[src/rtl/reg8file_core.sv]
// reg8file_core
//   8-entry x WIDTH register array fed by the one-hot write enables of the
//   3-to-8 write-select decoder. Two registered read ports (latency 1),
//   per-entry "written since reset" bits, a registered valid count and a
//   sticky error flag for malformed (multi-hot) write enables.
//
// Ports
//   clk      in   rising-edge clock
//   rst      in   asynchronous, active-high reset
//   out_en   in   [7:0]       write enables, bit i selects entry i
//   wdata    in   [WIDTH-1:0] write data
//   rd_en    in   read request
//   raddr_a  in   [2:0]       read address, port A
//   raddr_b  in   [2:0]       read address, port B
//   rdata_a  out  [WIDTH-1:0] registered read data, port A
//   rdata_b  out  [WIDTH-1:0] registered read data, port B
//   a_vld    out  entry at raddr_a written since reset
//   b_vld    out  entry at raddr_b written since reset
//   rvalid   out  one-cycle pulse marking updated read outputs
//   nvalid   out  [3:0]       number of entries written since reset
//   wr_err   out  sticky multi-hot write flag
//   err_clr  in   clears wr_err (a simultaneous set wins)
module reg8file_core #(
   parameter int unsigned WIDTH  = 32,
   parameter int unsigned BYPASS = 1
) (
   input  logic             clk,
   input  logic             rst,
   input  logic [7:0]       out_en,
   input  logic [WIDTH-1:0] wdata,
   input  logic             rd_en,
   input  logic [2:0]       raddr_a,
   input  logic [2:0]       raddr_b,
   output logic [WIDTH-1:0] rdata_a,
   output logic [WIDTH-1:0] rdata_b,
   output logic             a_vld,
   output logic             b_vld,
   output logic             rvalid,
   output logic [3:0]       nvalid,
   output logic             wr_err,
   input  logic             err_clr
);

   logic [WIDTH-1:0] r_mem [8];
   logic [7:0]       r_valid;
   logic [WIDTH-1:0] r_rdata_a;
   logic [WIDTH-1:0] r_rdata_b;
   logic             r_a_vld;
   logic             r_b_vld;
   logic             r_rvalid;
   logic [3:0]       r_nvalid;
   logic             r_wr_err;

   logic             w_multi;
   logic             w_onehot;
   logic [7:0]       w_valid_nxt;
   logic [3:0]       w_nvalid_nxt;
   logic             w_byp_a;
   logic             w_byp_b;
   logic [WIDTH-1:0] w_rd_a;
   logic [WIDTH-1:0] w_rd_b;
   logic             w_vld_a;
   logic             w_vld_b;

   // x & (x-1) clears the lowest set bit; anything left means two or more bits.
   assign w_multi  = (out_en & (out_en - 8'd1)) != 8'd0;
   assign w_onehot = (out_en != 8'd0) && !w_multi;

   assign w_valid_nxt = r_valid | (w_onehot ? out_en : 8'd0);

   always_comb begin
      w_nvalid_nxt = 4'd0;
      for (int i = 0; i < 8; i++) begin
         w_nvalid_nxt = w_nvalid_nxt + {3'd0, w_valid_nxt[i]};
      end
   end

   // Write-first forwarding applies only to a legal (one-hot) write.
   assign w_byp_a = (BYPASS != 0) && w_onehot && out_en[raddr_a];
   assign w_byp_b = (BYPASS != 0) && w_onehot && out_en[raddr_b];

   assign w_rd_a  = w_byp_a ? wdata : r_mem[raddr_a];
   assign w_rd_b  = w_byp_b ? wdata : r_mem[raddr_b];
   assign w_vld_a = w_byp_a | r_valid[raddr_a];
   assign w_vld_b = w_byp_b | r_valid[raddr_b];

   // Storage and valid tracking
   always_ff @(posedge clk or posedge rst) begin
      if (rst) begin
         for (int i = 0; i < 8; i++) begin
            r_mem[i] <= '0;
         end
         r_valid  <= 8'd0;
         r_nvalid <= 4'd0;
      end else begin
         if (w_onehot) begin
            for (int i = 0; i < 8; i++) begin
               if (out_en[i]) begin
                  r_mem[i] <= wdata;
               end
            end
         end
         r_valid  <= w_valid_nxt;
         r_nvalid <= w_nvalid_nxt;
      end
   end

   // Read ports
   always_ff @(posedge clk or posedge rst) begin
      if (rst) begin
         r_rdata_a <= '0;
         r_rdata_b <= '0;
         r_a_vld   <= 1'b0;
         r_b_vld   <= 1'b0;
         r_rvalid  <= 1'b0;
      end else begin
         r_rvalid <= rd_en;
         if (rd_en) begin
            r_rdata_a <= w_rd_a;
            r_rdata_b <= w_rd_b;
            r_a_vld   <= w_vld_a;
            r_b_vld   <= w_vld_b;
         end
      end
   end

   // Sticky error: set beats clear
   always_ff @(posedge clk or posedge rst) begin
      if (rst) begin
         r_wr_err <= 1'b0;
      end else if (w_multi) begin
         r_wr_err <= 1'b1;
      end else if (err_clr) begin
         r_wr_err <= 1'b0;
      end
   end

   assign rdata_a = r_rdata_a;
   assign rdata_b = r_rdata_b;
   assign a_vld   = r_a_vld;
   assign b_vld   = r_b_vld;
   assign rvalid  = r_rvalid;
   assign nvalid  = r_nvalid;
   assign wr_err  = r_wr_err;

endmodule
[config.mk]
export PLATFORM = sky130hd
export DESIGN_NAME = reg8file_core
export DESIGN_NICKNAME = d
export VERILOG_FILES = /design/src/rtl/reg8file_core.sv
export SDC_FILE = /design/constraint.sdc
export NUM_CORES = 1
export LEC_CHECK = 0
export BUFFER_PORTS_ARGS = -buffer_cell sky130_fd_sc_hd__buf_2
export CAP_MARGIN = 20
export CELL_PAD_IN_SITES_DETAIL_PLACEMENT = 1
export CELL_PAD_IN_SITES_GLOBAL_PLACEMENT = 1
export CORE_MARGIN = 3
export CORE_UTILIZATION = 50
export DETAILED_ROUTE_END_ITERATION = 10
export GPL_TIMING_DRIVEN = 0
export PLACE_DENSITY_LB_ADDON = 0.1
export REMOVE_ABC_BUFFERS = 1
export SETUP_SLACK_MARGIN = 0.1
export SYNTH_ARGS = -nofsm -noshare
export SYNTH_HDL_FRONTEND = slang
export SYNTH_SLANG_ARGS = --single-unit
export TNS_END_PERCENT = 20
[constraint.sdc]
create_clock -name clk -period 11.1 [get_ports clk]
set_input_delay 0.555 -clock clk [delete_from_list [all_inputs] [get_ports clk]]
set_output_delay 0.555 -clock clk [all_outputs]
set_load 0.01 [all_outputs]
## Word level (Yosys, flattened, before mapping)

Index checks and enable logic that the tools add are counted.
Widths: inputs -> output; s select.

- $mul: 0
- Magnitude comparators: 4
- Shift-type cells: 0
- Multiplexer cells: 19
- Reduce and logical (&&, ||, !) cells: 15
- Divide/modulo/power cells: 0
- Equal/unequal tests: 0
- Add/sub/neg operators: 8
- Bitwise gates (word level): 6

Operator list:

| operator | count |
|---|---|
| $bmux 32 s3 | 2 |
| $mux 32 | 6 |
| $add 4x1->4 | 4 |
| $reduce_and 2->1 | 8 |
| $reduce_bool 8->1 | 2 |
| $bmux 1 s3 | 4 |
| $and 8x8->8 | 1 |
| $ge 4x4->1 const B | 2 |
| $lt 3x4->1 const B | 2 |
| $mux 8 | 1 |
| $not 3->4 | 2 |
| $or 8x8->8 | 1 |
| $sub 8x1->8 const B | 1 |
| $mux 1 | 6 |
| $add 3x1->4 | 1 |
| $add 2x1->3 | 1 |
| $logic_and 1x1->1 | 3 |
| $add 1x1->2 | 1 |
| $or 1x1->1 | 2 |
| $reduce_bool 2->1 | 1 |
| $logic_not 1->1 | 1 |

- Output and inout bits: 72
- Bits in read-only memories: 0
- Input bits: 50
- Memory bits (writable): 0
- Bits in registers: 336
- Logic and storage cells: 68
- Bits in latches: 0
- Memories kept: 0

## Logic depth before layout (Yosys ltp)

Gate-level depths: netlist of the first run.

- Depth after elaboration: 14
- Mapped depth: 14
- Gate-level depth less buffers: 12

## Worst setup path after synthesis of the first run

Ideal clock, no wire load.

- Path kind: input-to-reg
- Start: input out_en[3]
- End: register r_nvalid[2] (netlist: nvalid[2])
- Path slack: 7.128 ns
- Arrival: 3.850 ns
- Library setup time: 0.123 ns
- Buffers on the path: 2
- Stages on the path: 14
- Cells stage by stage: buf_2 > nor4_4 > nand3_1 > clkbuf_1 > nand2b_1 > fa_1 > inv_1 > fa_1 > fa_1 > inv_1 > ha_1 > inv_1 > fa_1 > xnor2_1

- Cells in the longest elaborated chain, start to end: 14

Ends and longest elaborated chain:

| item | RTL line | source |
|---|---|---|
| start: declaration | 29 | `input logic [7:0] out_en,` |
| $sub 8x1->8 | 66 | `assign w_multi = (out_en & (out_en - 8'd1)) != 8'd0;` |
| $and 8x8->8 | 66 |  |
| $reduce_bool 8->1 | 66 |  |
| $logic_not 1->1 | 67 | `assign w_onehot = (out_en != 8'd0) && !w_multi;` |
| $logic_and 1x1->1 (*) | 67 |  |
| $mux 8 (*) | 69 | `assign w_valid_nxt = r_valid \| (w_onehot ? out_en : 8'd0);` |
| $or 8x8->8 (*) | 69 |  |
| net w_valid_nxt[1] | 56 | `logic [7:0] w_valid_nxt;` |
| $add 1x1->2 (*) | 74 | `w_nvalid_nxt = w_nvalid_nxt + {3'd0, w_valid_nxt[i]};` |
| $add 2x1->3 (*) | 74 |  |
| $add 3x1->4 (*) | 74 |  |
| $add 4x1->4 (*) (4 in series) | 74 |  |
| net w_nvalid_nxt[2] | 57 | `logic [3:0] w_nvalid_nxt;` |
| end signal: assignment | 104 | `r_nvalid <= w_nvalid_nxt;` |
| end: declaration | 51 | `logic [3:0] r_nvalid;` |

The timed path passes the listed nets; every way through them passes the cells marked *.
A chain may end at the register's enable or synchronous reset.

## Worst setup path in the final report of the first run

- Start: input out_en[3]
- End: register r_nvalid[1] (netlist: nvalid[1])

The elaborated chain is that of the path after synthesis.

==> results by group, run 1 <==
Placed design
  • Placed inst area: 19100 um2
  • GPL Wtd Cong: 0.718
  • Port bufs: 121
  • Cell count after placement: 1735
  • Dpl hpwl: between 20000 and 30000 um

Outcome
  • Status: finished, final reports clean

Timing
  • Min cycle time layout: 4.36 ns
  • Hold Fails Final Rpt: 0
  • Final hold slack: 0.156 ns
  • Endpoints failing setup: 0
  • Pins Over Slew Limit: 0
  • Relative slew margins: 0.320
  • RSZ-0062 raised after global routing: false
  • Worst-Margin Slew: around 1 ns
  • Final period util: 0.393
  • Final TNS setup: 0 ns
  • Highest Clock Rate: 0.229 GHz
  • Clk_skew: 0.0179 ns

Floorplanning
  • Row count: 68
  • Core area: 34900 um2
  • Overall die height: between 150 and 200 um
  • I/O pin count: 122
  • Die X: 195 um
  • Die ar.: between 30000 and 40000 um2
  • Initial Util: 0.513

Route
  • First DRT Iteration DRCs: 528
  • Post-DR vias/cell: around 6.4
  • Drt pass-1 iters: 4
  • Routed wire per std cell: about 27 um
  • Detailed Route WL: 48500 um
  • Residual DRC count: 0
  • DR vias: 11600
  • Number of routed nets with antenna violations: 0

Worst setup path
  • Crit end category: flop
  • Worst flop-to-flop path endpoint: nvalid[1]
  • Instance count on the critical path: 13
  • Worst Setup SP: out_en[3]
  • WP buf/inv: 5
  • R2r startpoint: r_valid[3]
  • Worst Setup Start Kind: primary input
  • Worst Setup EP: nvalid[1]
  • Maximum fanout along the worst path: 18
  • Critical Path AT: 4.78 ns
  • Crit Path Class: primary input to flop
  • CP peak stage delay: just under 0.8 ns
  • Max stage delay cell, worst path: nand3_2
  • CP Data Required Time: approximately 12 ns
  • Crit path cell chain: buf_2, nor4_4, nand3_2, nand2b_1, fa_1, inv_1, fa_1, fa_1, inv_1, ha_1, inv_1, fa_1, inv_1
  • Family with the most delay on the worst path: adder cells
  • Setup slack, reg-to-reg: 7.98 ns
  • Worst R2R Path Depth: 10

Clock tree
  • CTS max path bufs: 3
  • Clock sink count: 336
  • Worst skew pair latency: 0.52 ns
  • Clk pin slew, worst setup/hold paths: 0.06 ns
  • Post-CTS setup repair buffer count: 0
  • Root Driver: clkbuf_16
  • Hold_buf cts: 0
  • TritonCTS clock tree: built
  • Cts repair resizes: 0
  • H-tree depth: 2
  • Num CTS Buffers: 39

Final layout
  • Ant diodes: 0
  • Final Cell Area: 20500 um2
  • Fin nets: about 1400
  • Synthesis-to-finish area growth: 14.2%
  • Ratio of cells with drive above 1 in the final layout: 0.474
  • Post-route insts no fill: 1800
  • Number of fillers in the final layout: 3327

Synthesis
  • Warnings from Yosys: 0
  • Top post-synthesis cells by count: dfrtp_1 (336), mux2_2 (237), mux4_2 (136)
  • Syn Area/Cell: 14.0 um2
  • Synth async-reset ratio: 1.00
  • Ys flop type: dfrtp_1
  • Sequential fraction of the synthesis area: 0.469
  • Cell taking the most area after synthesis: dfrtp_1
  • Post-synth EDFFs: 0
  • Top post-synthesis cells by area: dfrtp_1 (47%), mux4_2 (17%), mux2_2 (15%)
  • Distinct cells, synth: 40
  • Synth top area share: 0.469
  • Count leader, synth: dfrtp_1
  • Yosys reg bits: 336
  • Mapped Cells: roughly 1300
  • Mapped cell area: 17900 um2

Hold path
  • Hold Crit Class: primary input to async pin

GRT
  • Largest net degree at the start of global routing: 128
  • GRT Total Usage: 0.256
  • First-pass GRT wire length: 76300 um
  • Total grt overflow: 0
  • Number of global-route vias before repair: 12700
  • Initial antenna violation count: 2

Run
  • Maxcap violations: 0

Pwr
  • Pwr Density: 160 nW/um2
  • Leakage power: 9.27 nW
  • Maximum vdd drop: about 100 uV
worst min path at each step:
stage                           from    endpoint  slack (ns)
after global placement        wr_err      wr_err        0.48
after CTS                        rst  r_mem[150]        0.19
after detailed placement      wr_err      wr_err        0.49
after global routing             rst  rdata_b[2]        0.22
after floorplan           r_valid[2]  r_valid[2]        0.47
final                            rst  r_mem[145]        0.16
routing by layer:
layer,track usage,routed length [um],up-vias
met4,0.0599,1040,4
li1,-,-,4967
met3,0.0350,1760,82
met2,0.435,24300,241
met5,0,23,-
met1,0.356,21400,6271
layout by cell type (no fill, tap or decap), drive strengths merged:
cell      Yosys  routed
dfrtp       336     336
mux2        258     258
buf          72     152
mux4        136     136
inv          76      76
nor2b        69      69
a221oi       65      65
o31ai        64      64
o22ai        64      64
clkbuf       75      49
clkinv        0       9
nor2          8       8
nand2b        7       7
nand2         7       7
bufinv        0       6
a21oi         4       4
fa            4       4
nand3         4       4
mux2i         4       4
o211ai        3       3
ha            3       3
a31oi         2       2
nor4          2       2
nor4b         2       2
nor3          1       1
nand4b        1       1
xnor2         1       1
or2           1       1
o21bai        1       1
or3           1       1
o221ai        1       1
xor2          1       1
a211oi        1       1
o211a         1       1
clkinvlp      0       1
registers in the layout (all words and copies together), names as in the netlist:
register and cells:
b_vld 1, nvalid 4, r_valid 8, rdata_b 32
r_mem 256, rdata_a 32, wr_err 1, a_vld 1
rvalid 1
through the flow:
step / util / worst slack (ns) / total power [W]
after detailed placement: 0.548 / 6.20 / 0.00195
after CTS: 0.586 / 6.73 / 0.00332
after global routing: 0.586 / 6.53 / 0.00343
after floorplan: - / 1.24 / 0.00172
after global placement: 0.528 / -2.94 / 0.00191
final: 0.586 / 6.74 / 0.00328
logic make-up after synthesis:
logic type,after synthesis,synth area share
and+or+nand+nor,103,0.0354
DFF,336,0.469
muxes,398,0.336
xor gates and xnor gates,2,0.000978
buffers and inverters,223,0.0540
adders and majority gates,7,0.00657
AOI/OAI and AO/OA,206,0.0977
where the power goes:
part	internal, W	leakage (nW)	switching (W)	total, W
clock network	0.000846	0.671	0.000505	0.00135
logic	0.000248	4.04	0.000264	0.000512
registers	0.00134	4.56	0.0000767	0.00142
total	0.00243	9.27	0.000845	0.00328
worst reg2reg max path: stages (launching register included):
cell and delay, ns:
dfrtp_1 0.39, nand2b_1 0.19, fa_1 0.57, inv_1 0.05, fa_1 0.49, fa_1 0.42, inv_1 0.07, ha_1 0.18
inv_1 0.07, fa_1 0.55, inv_1 0.05
area by class of cell:
cell class                      count  area, um2  share of cell area
Sequential cell                   336       8410               0.411
Tap cell                          455        569              0.0278
Multi-Input combinational cell    716       8610               0.421
Inverter                           76        293              0.0143
Clock inverter                     16        233              0.0114
Timing Repair Buffer              152       1220              0.0599
Clock buffer                       49       1120              0.0546
Power figures use the tool's default switching activity.
==> run 2: changes to the inputs <==
ABC_AREA = 1   (was not set)
CORE_UTILIZATION = 45   (was 50)
clock period = 4.2 ns   (was 11.1 ns; I/O delays follow)
==> results by group, run 2 <==
Route
  • Number of routed nets with antenna violations: 0
  • Residual DRC count: 0
  • Routed wire per std cell: roughly 23 um
  • DR vias: 17800
  • Post-DR vias/cell: 5.94
  • Drt pass-1 iters: 5
  • Detailed Route WL: between 60000 and 70000 um
  • First DRT Iteration DRCs: approximately 1500

Pwr
  • Maximum vdd drop: 273 uV
  • Leakage power: 9.94 nW
  • Final Power: 0.00971 W
  • Pwr Density: 463 nW/um2

Worst setup path
  • Setup slack, reg-to-reg: 1.04 ns
  • CP Data Required Time: 4.65 ns
  • Worst R2R Path Depth: 10
  • Maximum fanout along the worst path: 35
  • Critical Path AT: 4.62 ns
  • Worst Setup Start Kind: primary input
  • Crit end category: flop
  • Crit Path Class: primary input to flop

Floorplanning
  • Row count: 72
  • Core area: 38900 um2
  • I/O pin count: 122
  • Die X: 205 um
  • Overall die height: 205 um
  • Die ar.: 42200 um2
  • Initial Util: 0.459

Final layout
  • Commonest non-fill, non-tap cell in the layout: nand2_1
  • Multi-input gate area: 8010 um2
  • Synthesis-to-finish area growth: 17.3%
  • Number of fillers in the final layout: just under 5000
  • Largest register by flop count: r_mem
  • Post-route insts no fill: 3001
  • Ant diodes: 0
  • Ratio of cells with drive above 1 in the final layout: 0.105
  • Fin nets: 2512
  • Most frequent cells in the layout: nand2_1 (559), o21ai_0 (461), dfrtp_1 (336)
  • Largest register FFs: 256
  • Reg area: 8410 um2
  • Final Cell Area: between 20000 and 25000 um2

Outcome
  • Status: finished, final reports clean

Placed design
  • GPL Wtd Cong: 0.769
  • Placed inst area: 19000 um2
  • Port bufs: between 100 and 150
  • Cell count after placement: 2873
  • Dpl hpwl: 36300 um

Clock tree
  • H-tree depth: 2
  • Clk pin slew, worst setup/hold paths: 0.06 ns
  • TritonCTS clock tree: built
  • Root Driver: clkbuf_16
  • CTS max path bufs: 3
  • Num CTS Buffers: 40
  • Worst skew pair latency: 0.56 ns
  • Clock sink count: 336

Timing
  • Hold Fails Final Rpt: 0
  • Min cycle time layout: 4.17 ns
  • Final period util: 0.993
  • Endpoints failing setup: 0
  • Final TNS setup: 0 ns
  • Pins Over Slew Limit: 0
  • RSZ-0062 raised after global routing: false
  • Highest Clock Rate: 0.240 GHz
  • Relative slew margins: 0.163
  • Final hold slack: approximately 0.060 ns
  • Worst-Margin Slew: 1.26 ns
  • Clk_skew: about 0.009 ns

Run
  • Maxcap violations: 0

Synthesis
  • Post-synth EDFFs: 0
  • Mapped cell area: roughly 18000 um2
  • Distinct cells, synth: 26
  • Warnings from Yosys: 0
  • Yosys reg bits: 336
  • Ys flop type: dfrtp_1
  • Syn Area/Cell: 7.43 um2
  • Top post-synthesis cells by count: nand2_1 (565), o21ai_0 (463), dfrtp_1 (336)
  • Synth top area share: 0.470
  • Top post-synthesis cells by area: dfrtp_1 (47%), o21ai_0 (13%), nand2_1 (12%)
  • Cell taking the most area after synthesis: dfrtp_1
  • Sequential fraction of the synthesis area: 0.470
  • Mapped Cells: 2408
  • Count leader, synth: nand2_1
  • Synth async-reset ratio: 1.00

GRT
  • Initial antenna violation count: 1
  • Number of global-route vias before repair: 18400
  • Largest net degree at the start of global routing: 167
  • First-pass GRT wire length: 105000 um
  • Total grt overflow: 0
  • GRT Total Usage: 0.323

Hold path
  • Hold Crit Class: primary input to flop
  • Hold Crit Depth: 1
[run 2: worst max-delay path, stage by stage]
cell      delay [ns]
buf_2           0.89
clkinv_2        1.21
nand3_1         0.47
nand2_2         0.37
buf_12          0.32
nand3_2         0.54
buf_16          0.26
nand2_1         0.07
nand3_1         0.13
nand2_1         0.07
[run 2: final timing paths]
check / start / endpoint
setup / recovery: raddr_a[2] / rdata_a[15]
hold / removal: rd_en / rvalid
setup reg to reg: r_valid[0] / nvalid[2]
hold reg to reg: rdata_a[6] / rdata_a[6]
max in group asynchronous: rst / r_mem[189]
min in group asynchronous: rst / rdata_a[11]
[run 2: layer usage]
layer	part of all wire	global-route usage	vias up
met5	0.00019	0	-
met4	0.037	0.121	2
met3	0.069	0.0513	182
met2	0.47	0.534	651
met1	0.43	0.429	8848
li1	-	-	8140
[run 2: per-stage QoR]
| stage | setup slack, ns | utilization |
|---|---|---|
| after floorplan | -5.32 | - |
| after global placement | -9.73 | 0.470 |
| after detailed placement | -2.08 | 0.487 |
| after CTS | 0.0952 | 0.533 |
| after global routing | 0.0872 | 0.539 |
| final | 0.0311 | 0.539 |
[run 2: repair_timing]
item | in CTS | in global routing
hold endpoints to repair | 210 | 0
setup buffers | 3 | 11
setup endpoints to repair | 14 | 2
gates cloned | 3 | 4
hold buffers | 34 | 0
pin swaps | 4 | 6
resized for setup | 6 | 9
[run 2: cell type report]
class / count / area share
inverter: 203 / 0.0371
sequential: 336 / 0.401
timing repair buffer: 199 / 0.0853
tap: 518 / 0.0309
multi-input combinational: 1675 / 0.382
clock inverter: 6 / 0.00656
clock buffer: 64 / 0.0578
[run 2: logic make-up after synthesis]
group | count (synthesis) | synth area share
DFF | 336 | 0.470
xor gates and xnor gates | 1 | 0.000490
AOI/OAI and AO/OA | 811 | 0.228
and+or+nand+nor | 852 | 0.205
adders and majority gates | 7 | 0.00658
buffers and inverters | 401 | 0.0900
[run 2: power breakdown]
part	switching [W]	internal (W)
Clock	0.00142	0.00222
Sequential	0.000312	0.00385
Combinational	0.00125	0.000660
Total	0.00298	0.00673
